**src/rtl/rbcp_reg_pkg.sv**
```systemverilog
// Register map constants for the RBCP register responder.
// Offsets are relative to the responder's BASE_ADDR.
package rbcp_reg_pkg;

    localparam logic [31:0] WINDOW_SIZE = 32'd16;

    localparam logic [3:0] OFS_CTRL   = 4'h0;
    localparam logic [3:0] OFS_PULSE  = 4'h1;
    localparam logic [3:0] OFS_USR3   = 4'h2;
    localparam logic [3:0] OFS_USR2   = 4'h3;
    localparam logic [3:0] OFS_USR1   = 4'h4;
    localparam logic [3:0] OFS_USR0   = 4'h5;
    localparam logic [3:0] OFS_STATUS = 4'h6;
    localparam logic [3:0] OFS_ID     = 4'h7;
    localparam logic [3:0] OFS_EVT3   = 4'h8;
    localparam logic [3:0] OFS_EVT2   = 4'h9;
    localparam logic [3:0] OFS_EVT1   = 4'hA;
    localparam logic [3:0] OFS_EVT0   = 4'hB;

    localparam int CTRL_RUN_BIT  = 0;
    localparam int CTRL_GPIO_BIT = 1;
    localparam int STAT_BUSY_BIT = 0;
    localparam int STAT_TCP_BIT  = 1;
    localparam int STAT_FIFO_BIT = 2;

    // Big-endian byte select: idx 0 returns bits 31:24, idx 3 returns bits 7:0.
    function automatic logic [7:0] be_byte(input logic [31:0] word, input logic [1:0] idx);
        logic [7:0] b;
        case (idx)
            2'd0:    b = word[31:24];
            2'd1:    b = word[23:16];
            2'd2:    b = word[15:8];
            2'd3:    b = word[7:0];
            default: b = 8'h00;
        endcase
        return b;
    endfunction

endpackage

```
**src/rtl/soft_reset_pulser.sv**
```systemverilog
// Fixed-width SOFT_RESET pulse generator; BUSY is high for exactly the pulse duration.
module soft_reset_pulser
    import rbcp_reg_pkg::*;
#(
    parameter int PULSE_LEN = 16
) (
    input  logic CLK,
    input  logic SYS_RSTn,
    input  logic START,
    output logic BUSY,
    output logic SOFT_RESET
);

    localparam logic [7:0] LEN_C = 8'(PULSE_LEN);

    logic [7:0] cnt_r;
    logic       pulse_r;

    // Down-counter: pulse stays high while the count is about to remain non-zero.
    always_ff @(posedge CLK) begin
        if (!SYS_RSTn) begin
            cnt_r   <= 8'd0;
            pulse_r <= 1'b0;
        end else if (START && (cnt_r == 8'd0)) begin
            cnt_r   <= LEN_C;
            pulse_r <= 1'b1;
        end else if (cnt_r != 8'd0) begin
            cnt_r   <= cnt_r - 8'd1;
            pulse_r <= (cnt_r > 8'd1);
        end else begin
            pulse_r <= 1'b0;
        end
    end

    assign BUSY       = pulse_r;
    assign SOFT_RESET = pulse_r;

endmodule

```
**src/rtl/rbcp_reg_responder.sv**
```systemverilog
// SiTCP RBCP slave exposing control, user, status, ID and event-counter registers
// in a 16-byte window at BASE_ADDR.
module rbcp_reg_responder
    import rbcp_reg_pkg::*;
#(
    parameter logic [31:0] BASE_ADDR     = 32'h0000_0000,
    parameter logic [7:0]  ID_BYTE       = 8'hA5,
    parameter int          RST_PULSE_LEN = 16
) (
    input  logic        CLK,
    input  logic        SYS_RSTn,
    input  logic [31:0] RBCP_ADDR,
    input  logic [7:0]  RBCP_WD,
    input  logic        RBCP_WE,
    input  logic        RBCP_RE,
    output logic        RBCP_ACK,
    output logic [7:0]  RBCP_RD,
    input  logic        TCP_OPEN_ACK,
    input  logic        FIFO_FULL,
    input  logic        EVENT_IN,
    output logic        RUN_EN,
    output logic        GPIO_MODE,
    output logic        SOFT_RESET,
    output logic [31:0] USR_REG
);

    logic [31:0] offs_full_s;
    logic        hit_s;
    logic [3:0]  ofs_s;
    logic        wr_s;
    logic        rd_req_s;
    logic [7:0]  rd_data_s;
    logic        pulse_start_s;
    logic        pulse_busy_s;

    logic        ack_r;
    logic [7:0]  rd_r;
    logic        run_en_r;
    logic        gpio_mode_r;
    logic [31:0] usr_reg_r;
    logic [31:0] evt_cnt_r;
    logic [31:0] snap_r;

    // Unsigned subtraction makes addresses below BASE_ADDR wrap high and miss the window.
    assign offs_full_s   = RBCP_ADDR - BASE_ADDR;
    assign hit_s         = (offs_full_s < WINDOW_SIZE);
    assign ofs_s         = offs_full_s[3:0];
    assign wr_s          = hit_s & RBCP_WE;
    assign rd_req_s      = hit_s & RBCP_RE & ~RBCP_WE;
    assign pulse_start_s = wr_s & (ofs_s == OFS_PULSE) & RBCP_WD[0] & ~pulse_busy_s;

    soft_reset_pulser #(
        .PULSE_LEN (RST_PULSE_LEN)
    ) u_pulser (
        .CLK        (CLK),
        .SYS_RSTn   (SYS_RSTn),
        .START      (pulse_start_s),
        .BUSY       (pulse_busy_s),
        .SOFT_RESET (SOFT_RESET)
    );

    // Read-data multiplexer; 0x08 returns the live count since it is latched this cycle.
    always_comb begin
        rd_data_s = 8'h00;
        case (ofs_s)
            OFS_CTRL: begin
                rd_data_s[CTRL_RUN_BIT]  = run_en_r;
                rd_data_s[CTRL_GPIO_BIT] = gpio_mode_r;
            end
            OFS_PULSE:  rd_data_s = {7'b0, pulse_busy_s};
            OFS_USR3:   rd_data_s = be_byte(usr_reg_r, 2'd0);
            OFS_USR2:   rd_data_s = be_byte(usr_reg_r, 2'd1);
            OFS_USR1:   rd_data_s = be_byte(usr_reg_r, 2'd2);
            OFS_USR0:   rd_data_s = be_byte(usr_reg_r, 2'd3);
            OFS_STATUS: begin
                rd_data_s[STAT_BUSY_BIT] = pulse_busy_s;
                rd_data_s[STAT_TCP_BIT]  = TCP_OPEN_ACK;
                rd_data_s[STAT_FIFO_BIT] = FIFO_FULL;
            end
            OFS_ID:     rd_data_s = ID_BYTE;
            OFS_EVT3:   rd_data_s = be_byte(evt_cnt_r, 2'd0);
            OFS_EVT2:   rd_data_s = be_byte(snap_r, 2'd1);
            OFS_EVT1:   rd_data_s = be_byte(snap_r, 2'd2);
            OFS_EVT0:   rd_data_s = be_byte(snap_r, 2'd3);
            default:    rd_data_s = 8'h00;
        endcase
    end

    // Bus response: one-cycle ACK, read data held until the next accepted access.
    always_ff @(posedge CLK) begin
        if (!SYS_RSTn) begin
            ack_r <= 1'b0;
            rd_r  <= 8'h00;
        end else begin
            ack_r <= wr_s | rd_req_s;
            if (wr_s) begin
                rd_r <= 8'h00;
            end else if (rd_req_s) begin
                rd_r <= rd_data_s;
            end
        end
    end

    // Writable control and user registers.
    always_ff @(posedge CLK) begin
        if (!SYS_RSTn) begin
            run_en_r    <= 1'b0;
            gpio_mode_r <= 1'b0;
            usr_reg_r   <= 32'h0000_0000;
        end else if (wr_s) begin
            case (ofs_s)
                OFS_CTRL: begin
                    run_en_r    <= RBCP_WD[CTRL_RUN_BIT];
                    gpio_mode_r <= RBCP_WD[CTRL_GPIO_BIT];
                end
                OFS_USR3: usr_reg_r[31:24] <= RBCP_WD;
                OFS_USR2: usr_reg_r[23:16] <= RBCP_WD;
                OFS_USR1: usr_reg_r[15:8]  <= RBCP_WD;
                OFS_USR0: usr_reg_r[7:0]   <= RBCP_WD;
                default:  ;
            endcase
        end
    end

    // Event counter with clear-over-increment priority, plus read snapshot.
    always_ff @(posedge CLK) begin
        if (!SYS_RSTn) begin
            evt_cnt_r <= 32'h0000_0000;
            snap_r    <= 32'h0000_0000;
        end else begin
            if (wr_s && (ofs_s == OFS_EVT3)) begin
                evt_cnt_r <= 32'h0000_0000;
            end else if (EVENT_IN) begin
                evt_cnt_r <= evt_cnt_r + 32'd1;
            end
            if (rd_req_s && (ofs_s == OFS_EVT3)) begin
                snap_r <= evt_cnt_r;
            end
        end
    end

    assign RBCP_ACK  = ack_r;
    assign RBCP_RD   = rd_r;
    assign RUN_EN    = run_en_r;
    assign GPIO_MODE = gpio_mode_r;
    assign USR_REG   = usr_reg_r;

endmodule

```
**config.mk**
```make
export PLATFORM = sky130hd
export DESIGN_NAME = rbcp_reg_responder
export DESIGN_NICKNAME = d
export VERILOG_FILES = /design/src/rtl/rbcp_reg_pkg.sv /design/src/rtl/soft_reset_pulser.sv /design/src/rtl/rbcp_reg_responder.sv
export SDC_FILE = /design/constraint.sdc
export NUM_CORES = 1
export LEC_CHECK = 0
export BUFFER_PORTS_ARGS = -buffer_cell sky130_fd_sc_hd__clkbuf_2
export CAP_MARGIN = 20
export CORE_MARGIN = 2
export CORE_UTILIZATION = 60
export DETAILED_ROUTE_END_ITERATION = 10
export PLACE_DENSITY_LB_ADDON = 0.15
export SYNTH_ARGS = -nofsm -noshare
export SYNTH_HDL_FRONTEND = slang
export SYNTH_SLANG_ARGS = --single-unit
```
**constraint.sdc**
```tcl
create_clock -name CLK -period 4.8 [get_ports CLK]
set_input_delay 0.96 -clock CLK [delete_from_list [all_inputs] [get_ports CLK]]
set_output_delay 0.96 -clock CLK [all_outputs]
set_load 0.02 [all_outputs]
```
# Word-level counts from Yosys, hierarchy flattened
# Cells that the tools add are included.
dict set report totals {
  register_bits 108
  elab_cells 60
  in_bits 47
}
dict set report op_classes {
  n_addsub 2
  n_eq_ne 11
  n_mux 7
  bitwise_logic 10
  n_lt_le_gt_ge 2
  reduce_logical 15
}
# operator count
set op_table {}
lappend op_table {{5-bit one-hot mux with 9 select lines} 1}
lappend op_table {{32-bit by 1-bit adder with 32-bit output, second input constant} 1}
lappend op_table {{32-bit by 5-bit less-than comparator with 1-bit output, second input constant} 1}
lappend op_table {{2-bit one-hot mux with 12 select lines} 1}
lappend op_table {{4-bit by 3-bit equality test with 1-bit output, second input constant} 4}
lappend op_table {{4-bit equality test, second input constant} 4}
lappend op_table {{5-bit 2-to-1 mux} 2}
lappend op_table {{1-bit one-hot mux with 10 select lines} 1}
lappend op_table {{2-bit AND reduction} 5}
lappend op_table {{4-bit by 2-bit equality test with 1-bit output, second input constant} 2}
lappend op_table {{8-bit by 1-bit greater-than comparator with 1-bit output, second input constant} 1}
lappend op_table {{8-bit logical NOT} 1}
lappend op_table {{8-bit nonzero test} 1}
lappend op_table {{8-bit by 1-bit subtractor with 8-bit output, second input constant} 1}
lappend op_table {{1-bit bitwise AND} 6}
lappend op_table {{2-bit OR reduction} 3}
lappend op_table {{4-bit by 1-bit equality test with 1-bit output, second input constant} 1}
lappend op_table {{4-bit logical NOT} 1}
lappend op_table {{1-bit logical AND} 3}
lappend op_table {{1-bit inverter} 3}
lappend op_table {{1-bit 2-to-1 mux} 2}
lappend op_table {{2-bit nonzero test} 1}
lappend op_table {{1-bit OR} 1}

# Logic depth before layout (Yosys ltp)
# Gate-level depths: netlist (run 1).
dict set report logic_depth {
  word_depth 7
  ltp_mapped 9
}

# By module
# A second synthesis (run 1) with hierarchy kept.
dict set report unflattened {
  cells_unflattened 571
  hier_area_um2 5253.8
}
# mod seq_area_each_um2 n_inst cells_per_inst area_each_um2
set by_module_without_submodules {}
lappend by_module_without_submodules {rbcp_reg_responder 1981.9 1 521 4795.8}
lappend by_module_without_submodules {soft_reset_pulser 180.2 1 50 457.9}

# Worst setup path before layout (run 1)
# Ideal clock, no wire load.
dict set report synth_path {
  path_type {input -> register}
  start {input RBCP_ADDR[16]}
  end {register usr_reg_r[18], in the netlist USR_REG[18]}
  stages 6
  path_buffers 1
  required_ns 4.728
  setup_slack_ns 2.215
  setup_time_ns 0.072
  t_arrival_ns 2.514
  cell_sequence {or4_4 -> nor4_4 -> and2_1 -> and4_1 -> buf_4 -> mux2i_1}
}
dict set report synth_via {
  elab_chain_len 3
}
# element line_no
set synth_lines {}
lappend synth_lines {{start: declaration} rbcp_reg_responder.sv:12} ;# input logic [31:0] RBCP_ADDR,
lappend synth_lines {{32-bit by 5-bit less-than comparator with 1-bit output} rbcp_reg_responder.sv:46} ;# assign hit_s = (offs_full_s < WINDOW_SIZE);
lappend synth_lines {{1-bit bitwise AND} rbcp_reg_responder.sv:48} ;# assign wr_s = hit_s & RBCP_WE;
lappend synth_lines {{2-bit AND reduction (no source line)} -}
lappend synth_lines {{end signal: assignment} rbcp_reg_responder.sv:109} ;# usr_reg_r <= 32'h0000_0000;
lappend synth_lines {{end signal: assignment} rbcp_reg_responder.sv:117} ;# OFS_USR2: usr_reg_r[23:16] <= RBCP_WD;
lappend synth_lines {{end: declaration} rbcp_reg_responder.sv:40} ;# logic [31:0] usr_reg_r;
# No other way between the ends.
# A chain may end at the register's enable or synchronous reset.

# Final worst setup path (run 1)
dict set report layout_path {
  start {input RBCP_ADDR[0]}
  end {register snap_r[22]}
}
dict set report layout_via {
  elab_chain_len 4
  elab_cells_between_ends 5
}
# element line_no
set layout_lines {}
lappend layout_lines {{32-bit by 5-bit less-than comparator with 1-bit output} rbcp_reg_responder.sv:46}
lappend layout_lines {{1-bit bitwise AND (2 in a row)} rbcp_reg_responder.sv:49} ;# assign rd_req_s = hit_s & RBCP_RE & ~RBCP_WE;
lappend layout_lines {{1-bit logical AND *} rbcp_reg_responder.sv:136} ;# if (rd_req_s && (ofs_s == OFS_EVT3)) begin
lappend layout_lines {{end signal: assignment} rbcp_reg_responder.sv:137} ;# snap_r <= evt_cnt_r;
lappend layout_lines {{end: declaration} rbcp_reg_responder.sv:42} ;# logic [31:0] snap_r;
# Mark *: on every way between the ends. The rest lies on a longest branch, timed or not.

==> results.yml, run 1 <==
status:
  status: "finished clean"
global_route:
  grt_pass1_vias: 4342
  grt_pass1_wl_mm: 20.9
  antenna_found_initial: 0
  track_usage_pct: 26.7
  overflow: 0
  grt_max_degree: 47
drt:
  viasPerCell: 5.97
  met3RoutedLength_um: 785
  vias: 4642
  dr_wl_met2_mm: 6.01
  maxUsedRoutingLayer: "met4"
  post_drt_wl_per_cell_um: 16.2
  drt-met1-wl_mm: 5.58
  ant_nets: 0
  dr.pass1.iters: 5
  drt_iter0_drc: 271
  remaining_drc_errors: 0
  wl_mm: 12.6
power:
  pwr-share-comb_pct: 6.1
  seqPwrFrac_pct: 58.1
  p_per_area_nw_per_um2: 264
  finalPower_uw: 1550
  switching_share_pct: 23.5
  p_int_uw: 1180
  p_leak_uw: 0.00235
  p_switching_uw: 363
  power_frac_clock_pct: 35.8
  ir_worst_vdd_uv: 167
sta:
  rsz0062_at_grt: "no"
  worst_slack_ns: 1.82
  slew_violations: 0
  max_freq_mhz: 336
  setup_viol: 0
  worst_clock_skew_ns: 0.0125
  worstMarginPinSlew_ns: 0.860
  fin_crit_sh_pct: 62.0
  fin_crit_ns: 2.98
  hold_viol_final: 0
  setup_tns_ns: 0
  maxSlewHeadroom_pct: 42.7
finish:
  final_util_pct: 67.9
  num-fill-cells: 729
  multi_input_area_um2: 2840
  final_common_cell: "nand2_1"
  synthToLayoutAreaGrowth_pct: 11.2
  nets: 721
  layout_common_cells: "112 x nand2_1, 108 x dfxtp_1, 90 x clkbuf_2"
  seq_area_um2: 2160
  antenna_cells: 0
  fin_area_um2: 5860
  drive_gt1_share_pct: 18.7
synth:
  async_reset_ff_share_pct: 0
  ys_top_cells_by_area: "dfxtp_1 41%, mux2i_1 8.2%, nand2_1 8.0%, xor2_1 4.8%, nor2_1 3.1%"
  synth_top_cell_by_area: "dfxtp_1"
  seq_area_frac_synth_pct: 41.0
  synthCells: 599
  synth_top_area_share_pct: 41.0
  yosys.cell_types.count: 62
  ys_ff_latch: 108
  synthesis.area_um2: 5270
  syn_area_per_cell_um2: 8.80
  synth_ff_type: "dfxtp_1"
  synth-edff-count: 0
  yosysWarningCount: 0
  synth_nets: 655
floorplanning:
  core_area_um2: 8640
  rows: 34
  ios: 91
  die_area_um2: 9550
  die_h_um: 97.7
  die_w_um: 97.7
  start_util_pct: 61.0
clock_network:
  cts_resized: 0
  cts_buffers: 9
  cts-hold-fix-buffers: 0
  clk_latency_ns: 0.37
  ctsLongestPathBuffers: 2
  cts_tree: "built"
  cts_sinks: 108
  path_clk_slew_ns: 0.09
  cts_max_level: 3
  cts_root_buf: "clkbuf_8"
  cts_setup_buffers: 0
place:
  place_area_um2: 5670
  portBuffers: 90
  hpwl_mm: 9.12
  dp_slack_ns: 1.47
  place.gp.congestion: 0.863
flow_run:
  maxCapViolations: 0
critical_path:
  rr_startpoint: "evt_cnt_r[8]"
  cp-end-kind: "flop"
  start_kind: "primary input"
  reg2reg_slack_ns: 2.70
  critPathArrivalTime_ns: 3.27
  required_ns: 5.10
  path_max_fanout: 25
  worstSetupPathType: "primary input to flop"
  reg2reg_to: "evt_cnt_r[31]"
  reg2reg_depth: 5
hold_path:
  hold_path_startpoint: "snap_r[0]"
  hold_depth: 2
  hold_path_end: "snap_r[0]"
  hp-class: "flop to flop"
registers in the layout (all words and copies together) (netlist names):
name	flops
snap_r	24
USR_REG	32
u_pulser.BUSY	1
RBCP_RD	8
evt_cnt_r	32
RUN_EN	1
GPIO_MODE	1
u_pulser.cnt_r	8
RBCP_ACK	1
per-stage QoR:
| stage | std cells | hold WS [ns] |
|---|---|---|
| 6_report | 777 | 0.459 |
| 4_1_cts | 777 | 0.460 |
| 5_1_grt | 777 | 0.474 |
| 2_1_floorplan | 599 | 0.427 |
| 3_3_place_gp | 762 | 0.440 |
| 3_5_place_dp | 762 | 0.446 |
worst max-delay path, cell delays in order:
cell	delay, ns
clkbuf_2	0.35
nor2_1	0.62
nand2_1	0.17
and3b_1	0.82
nand2_1	0.14
a21boi_0	0.19
synthesized netlist by cell type (2+ instances only):
cell         n
or3_1        7
buf_1        4
mux2_2       2
a31oi_1      5
o21ai_0     10
mux2i_1     43
nor4_1       5
a21boi_0     9
or4_4        3
nor2_1      43
a22oi_1      6
and2_1       2
a21boi_1    15
nor3_1       3
a21oi_1     17
o221ai_1     2
and4_1       9
nand3_1     26
o211ai_1     2
a32o_1       2
nand2_1    112
nand2b_1     2
nor2b_1      9
buf_6        6
o21a_1       2
ha_1         9
a221oi_1     5
inv_1       10
clkbuf_1    17
xnor2_1      5
dfxtp_1    108
buf_4        5
nand4_1     14
buf_2        8
xor2_1      29
o2bb2ai_1    4
and3_1      14
routing by layer:
metal,track usage (%),up-vias
met5,0,-
li1,-,2233
met3,3.94,20
met2,44.9,182
met1,35.4,2207
met4,9.19,0
final cells by class:
type / count / share of cell area (%)
clock buffers: 11 / 2.41
clock inverters: 4 / 0.854
inverters: 11 / 0.704
multi-input cells: 440 / 48.5
flip-flops and latches: 108 / 36.9
well taps: 108 / 2.31
repair buffers: 95 / 8.32
power groups by stage:
stage	combinational [uW]	clock, uW	sequential, uW
floorplan	58.8	0	919
global placement	91.7	0	920
detailed placement	92.8	0	920
CTS	93.0	562	899
global route	103	588	900
finish	94.0	555	899
logic make-up (layout without fill, tap and decap cells):
kind of cell	Yosys count	after routing	share of synthesized area (%)
and+or+nand+nor	260	260	24.9
DFF	108	108	41.0
AOI/OAI and AO/OA	91	91	12.3
buffers and inverters	51	121	5.03
muxes	46	46	9.02
xor gates and xnor gates	34	34	5.65
adders and majority gates	9	9	2.14
worst max-delay path by stage:
stage / start / endpoint / slack, ns
2_1_floorplan: RBCP_ADDR[16] / USR_REG[18] / 2.21
3_3_place_gp: RBCP_ADDR[0] / snap_r[22] / 1.49
3_5_place_dp: RBCP_ADDR[0] / snap_r[9] / 1.47
4_1_cts: RBCP_ADDR[0] / snap_r[22] / 1.88
5_1_grt: RBCP_ADDR[0] / snap_r[22] / 1.57
6_report: RBCP_ADDR[0] / snap_r[22] / 1.82
Note: power is estimated with default switching activity, not from simulation.
==> run 2: changes to the inputs <==
- CORE_UTILIZATION: 60 -> 51
- clock period: 4.8 -> 2.5 ns (I/O delays scaled with it)
==> run 2 against run 1 <==
Global-route usage decreased by 2.4 points. Sequential share of layout area is 1.3 points lower. Critical path type unchanged. Clock-buffer cell count grew 1. Critical path depth rose by 1. Die area up 17%. Final area up 3.8%. Register-to-register slack lost 2.0 ns. Setup slack got worse by 1.3 ns. Via count grew 0.56%. Largest power group unchanged.
==> results.yml, run 2 (synthesized netlist as in run 1, its figures left out) <==
flow_run:
  maxCapViolations: 0
sta:
  slew_violations: 0
  setup_viol: 0
  hold_viol_final: 0
  holdWs_ns: 0.392
  worst_clock_skew_ns: 0.0127
  max_freq_mhz: 502
  fin_crit_ns: 1.99
  worstMarginPinSlew_ns: 0.605
  maxSlewHeadroom_pct: 59.3
  fin_crit_sh_pct: 79.7
  rsz0062_at_grt: "no"
  setup_tns_ns: 0
clock_network:
  cts_resized: 0
  cts_buffers: 9
  path_clk_slew_ns: 0.11
  cts-hold-fix-buffers: 0
  clk_latency_ns: 0.37
  cts_sinks: 108
  ctsLongestPathBuffers: 2
  cts_root_buf: "clkbuf_8"
  cts_max_level: 3
  cts_setup_buffers: 0
  cts_tree: "built"
floorplanning:
  start_util_pct: 51.8
  ios: 91
  die_area_um2: 11200
  die_w_um: 106
  rows: 37
  core_area_um2: 10200
  die_h_um: 106
power:
  ir_worst_vdd_uv: 233
  p_leak_uw: 0.00246
  p_per_area_nw_per_um2: 487
  finalPower_uw: 2960
drt:
  post_drt_wl_per_cell_um: 16.2
  dr.pass1.iters: 5
  wl_mm: 13.4
  met3RoutedLength_um: 753
  remaining_drc_errors: 0
  ant_nets: 0
  drt-met1-wl_mm: 6.09
  vias: 4668
  drt_iter0_drc: 292
  viasPerCell: 5.65
  dr_wl_met2_mm: 6.28
  maxUsedRoutingLayer: "met4"
place:
  place.gp.congestion: 0.920
  hpwl_mm: 9.96
  portBuffers: 90
finish:
  nets: 741
  num-fill-cells: 917
  drive_gt1_share_pct: 21.2
  synthToLayoutAreaGrowth_pct: 15.4
  final_util_pct: 59.7
  final_common_cell: "nand2_1"
  layout_common_cells: "112 x nand2_1, 108 x dfxtp_1, 90 x clkbuf_2"
  antenna_cells: 0
hold_path:
  hold_path_startpoint: "RBCP_WD[5]"
  hp-class: "primary input to flop"
  hold_path_end: "USR_REG[5]"
  hold_depth: 3
critical_path:
  worstSetupPathType: "primary input to flop"
  path_max_fanout: 8
  rr_startpoint: "evt_cnt_r[7]"
  start_kind: "primary input"
  reg2reg_depth: 5
  required_ns: 2.81
  reg2reg_to: "evt_cnt_r[31]"
  cp-end-kind: "flop"
  reg2reg_slack_ns: 0.69
  critPathArrivalTime_ns: 2.30
global_route:
  track_usage_pct: 24.3
  overflow: 0
  antenna_found_initial: 0
  grt_pass1_vias: 4418
  grt_pass1_wl_mm: 21.8
  grt_max_degree: 33
status:
  status: "finished clean"
==> run 2: area by class of cell <==
class,instances,area [um2],area share (%)
well taps,136,170,2.80
multi-input cells,440,2840,46.8
clock buffers,12,155,2.55
inverters,11,41.3,0.679
flip-flops and latches,108,2160,35.5
repair buffers,115,676,11.1
clock inverters,4,33.8,0.555
==> run 2: where the power goes <==
part | total, uW | internal, uW | switching (uW)
clock network | 1040 | 424 | 614
registers | 1730 | 1720 | 4.09
logic | 196 | 78.2 | 117
==> run 2: per-layer routing <==
metal / vias to the layer above / track usage (%)
li1: 2265 / -
met1: 2228 / 33.1
met2: 153 / 39.1
met3: 22 / 3.77
met4: 0 / 9.02
met5: - / 0
==> run 2: worst max-delay path by stage <==
stage	start	end	slack [ns]	cells after the start
finish	RBCP_ADDR[16]	USR_REG[31]	0.51	7
global route	RBCP_ADDR[16]	USR_REG[27]	0.41	7
CTS	RBCP_ADDR[16]	USR_REG[31]	0.51	7
detailed placement	RBCP_ADDR[16]	USR_REG[31]	0.11	7
global placement	RBCP_ADDR[16]	USR_REG[29]	0.17	7
floorplan	RBCP_ADDR[16]	USR_REG[18]	0.37	6
==> run 2: per-stage QoR <==
step,setup WS (ns),instances,instance area (um2)
finish,0.507,826,6080
global route,0.411,826,6080
CTS,0.513,826,6080
detailed placement,0.106,810,5890
global placement,0.175,810,5890
floorplan,0.375,599,5270
==> run 2: critical path, cell delays in order <==
cell,delay [ns]
clkbuf_2,0.08
or4_4,0.57
nor4_4,0.31
and2_1,0.23
nor3b_2,0.19
buf_4,0.22
mux2i_1,0.20
==> run 3: changes to the inputs <==
- ABC_AREA: default -> 1
- CORE_UTILIZATION: 51 -> 57
- clock period: 2.5 -> 1.95 ns (I/O delays scaled with it)
==> run 3 against run 2 <==
Synthesized area grew 10%. Clock-buffer cell count down 1. Non-clock buffer count down 8. Register-to-register slack lost 0.46 ns. Via count rose by 22%. Total power up 58%. First-iteration DRC count rose by 41%. Setup slack worse by 0.28 ns. Final area is 9.3% higher. Critical path type is now flop to flop.
==> results.yml, run 3 <==
sta:
  setup_tns_ns: 0
  worstMarginPinSlew_ns: 0.509
  fin_crit_sh_pct: 88.3
  setup_viol: 0
  maxSlewHeadroom_pct: 65.9
  hold_viol_final: 0
  max_freq_mhz: 581
  rsz0062_at_grt: "no"
  fin_crit_ns: 1.72
  holdWs_ns: 0.300
  slew_violations: 0
  worst_clock_skew_ns: 0.0170
drt:
  viasPerCell: 5.08
  ant_nets: 0
  post_drt_wl_per_cell_um: 13.2
  dr.pass1.iters: 5
  wl_mm: 14.8
  met3RoutedLength_um: 835
  maxUsedRoutingLayer: "met4"
  dr_wl_met2_mm: 6.79
  vias: 5698
  drt-met1-wl_mm: 6.85
  remaining_drc_errors: 0
  drt_iter0_drc: 412
synth:
  ys_ff_latch: 108
  synthCells: 891
  synth_top_cell_by_area: "dfxtp_1"
  synth_nets: 947
  synth_ff_type: "dfxtp_1"
  seq_area_frac_synth_pct: 37.2
  async_reset_ff_share_pct: 0
  synth_top_area_share_pct: 37.2
  yosys.cell_types.count: 35
  yosysWarningCount: 0
  ys_top_cells_by_area: "dfxtp_1 37%, nor2_1 15%, nand2_1 15%, inv_1 5.0%, o21ai_0 3.4%"
  ys_top_cells_by_count: "239 x nor2_1, 228 x nand2_1, 108 x dfxtp_1"
  synthMostInstantiatedCell: "nor2_1"
  syn_area_per_cell_um2: 6.52
  synthesis.area_um2: 5810
  synth-edff-count: 0
finish:
  nets: 1039
  synthToLayoutAreaGrowth_pct: 14.5
  final_common_cell: "nor2_1"
  antenna_cells: 0
  final_util_pct: 67.7
  num-fill-cells: 947
  drive_gt1_share_pct: 16.6
  fin_area_um2: 6650
  layout_common_cells: "239 x nor2_1, 228 x nand2_1, 108 x dfxtp_1"
floorplanning:
  rows: 36
  die_h_um: 105
  die_area_um2: 11000
  die_w_um: 105
  start_util_pct: 59.1
  ios: 91
  core_area_um2: 9820
place:
  hpwl_mm: 11.2
  place_area_um2: 6420
  place.gp.congestion: 0.939
  portBuffers: 90
clock_network:
  ctsLongestPathBuffers: 2
  cts_buffers: 9
  cts_root_buf: "clkbuf_8"
  cts_sinks: 108
  cts_resized: 0
  cts_max_level: 3
  cts_tree: "built"
  cts-hold-fix-buffers: 0
  path_clk_slew_ns: 0.11
  clk_latency_ns: 0.39
  cts_setup_buffers: 0
hold_path:
  hp-class: "primary input to flop"
  hold_depth: 3
global_route:
  antenna_found_initial: 0
  overflow: 0
  grt_max_degree: 49
  track_usage_pct: 27.6
  grt_pass1_wl_mm: 24.6
  grt_pass1_vias: 5094
critical_path:
  path_max_fanout: 4
  start_kind: "flop"
  cp-end-kind: "flop"
  required_ns: 2.23
  worstSetupPathType: "flop to flop"
  reg2reg_depth: 10
  critPathArrivalTime_ns: 2.00
power:
  p_per_area_nw_per_um2: 703
  ir_worst_vdd_uv: 511
  p_leak_uw: 0.00331
status:
  status: "finished clean"
flow_run:
  maxCapViolations: 0
run 3: cell types whose count changed after synthesis, sizes merged, moves of 10 or more:
cell / delta
nor2: +214
mux2i: -43
nand2: +127
xor2: -15
inv: +71
a21boi: -24
and3: -11
o21ai: +30
nand3: +10
run 3: worst paths after layout:
kind,from,slack [ns],to
setup / recovery,evt_cnt_r[0],0.23,evt_cnt_r[20]
hold / removal,RBCP_WD[5],0.30,USR_REG[29]
setup reg to reg,evt_cnt_r[0],0.23,evt_cnt_r[20]
hold reg to reg,RBCP_RD[2],0.48,RBCP_RD[2]
run 3: report_power, final:
| part | switching (uW) | leakage, uW | internal [uW] | total (uW) |
|---|---|---|---|---|
| Clock | 768 | 0.000114 | 764 | 1530 |
| Combinational | 477 | 0.00232 | 292 | 769 |
| Sequential | 78.6 | 0.000872 | 2290 | 2370 |
| Total | 1320 | 0.00331 | 3350 | 4670 |
run 3: logic make-up (layout without fill, tap and decap cells):
| group | count (synthesis) | count (layout) | synth area share (%) |
|---|---|---|---|
| buffers and inverters | 107 | 204 | 7.82 |
| adder cells (fa/ha/maj) | 9 | 9 | 1.94 |
| XOR/XNOR | 23 | 23 | 3.47 |
| AO/OA/AOI/OAI | 66 | 66 | 5.73 |
| flip-flops | 108 | 108 | 37.2 |
| AND/OR/NAND/NOR | 578 | 578 | 43.8 |
run 3: metrics by stage:
stage | total power (uW) | worst slack, ns | cells
final | 4670 | 0.228 | 1121
after global routing | 4900 | 0.0711 | 1121
after CTS | 4690 | 0.226 | 1121
after detailed placement | 3190 | -0.0816 | 1105
after global placement | 3180 | -0.0448 | 1105
after floorplan | 2970 | 0.281 | 891
run 3: layer usage:
metal | global-route usage [%] | vias up
met3 | 4.05 | 25
met5 | 0 | -
met2 | 45.5 | 173
met4 | 9.71 | 0
li1 | - | 2967
met1 | 36.9 | 2533
run 3: area by class of cell:
type	count	area (um2)	share of cell area (%)
Multi-Input combinational cell	676	3190	48.0
Sequential cell	108	2160	32.5
Timing Repair Buffer	107	603	9.07
Inverter	81	304	4.57
Tap cell	133	166	2.50
Clock buffer	11	141	2.13
Clock inverter	5	82.6	1.24
run 3: worst max-delay path, cell delays in order, from the launching register on:
cell	delay [ns]
dfxtp_1	0.42
ha_1	0.26
nand2_2	0.11
nor2_4	0.13
nand2_4	0.09
nor2_8	0.11
nand2_4	0.08
nor2_4	0.12
nand2_1	0.07
xor2_1	0.16
nor2_2	0.04
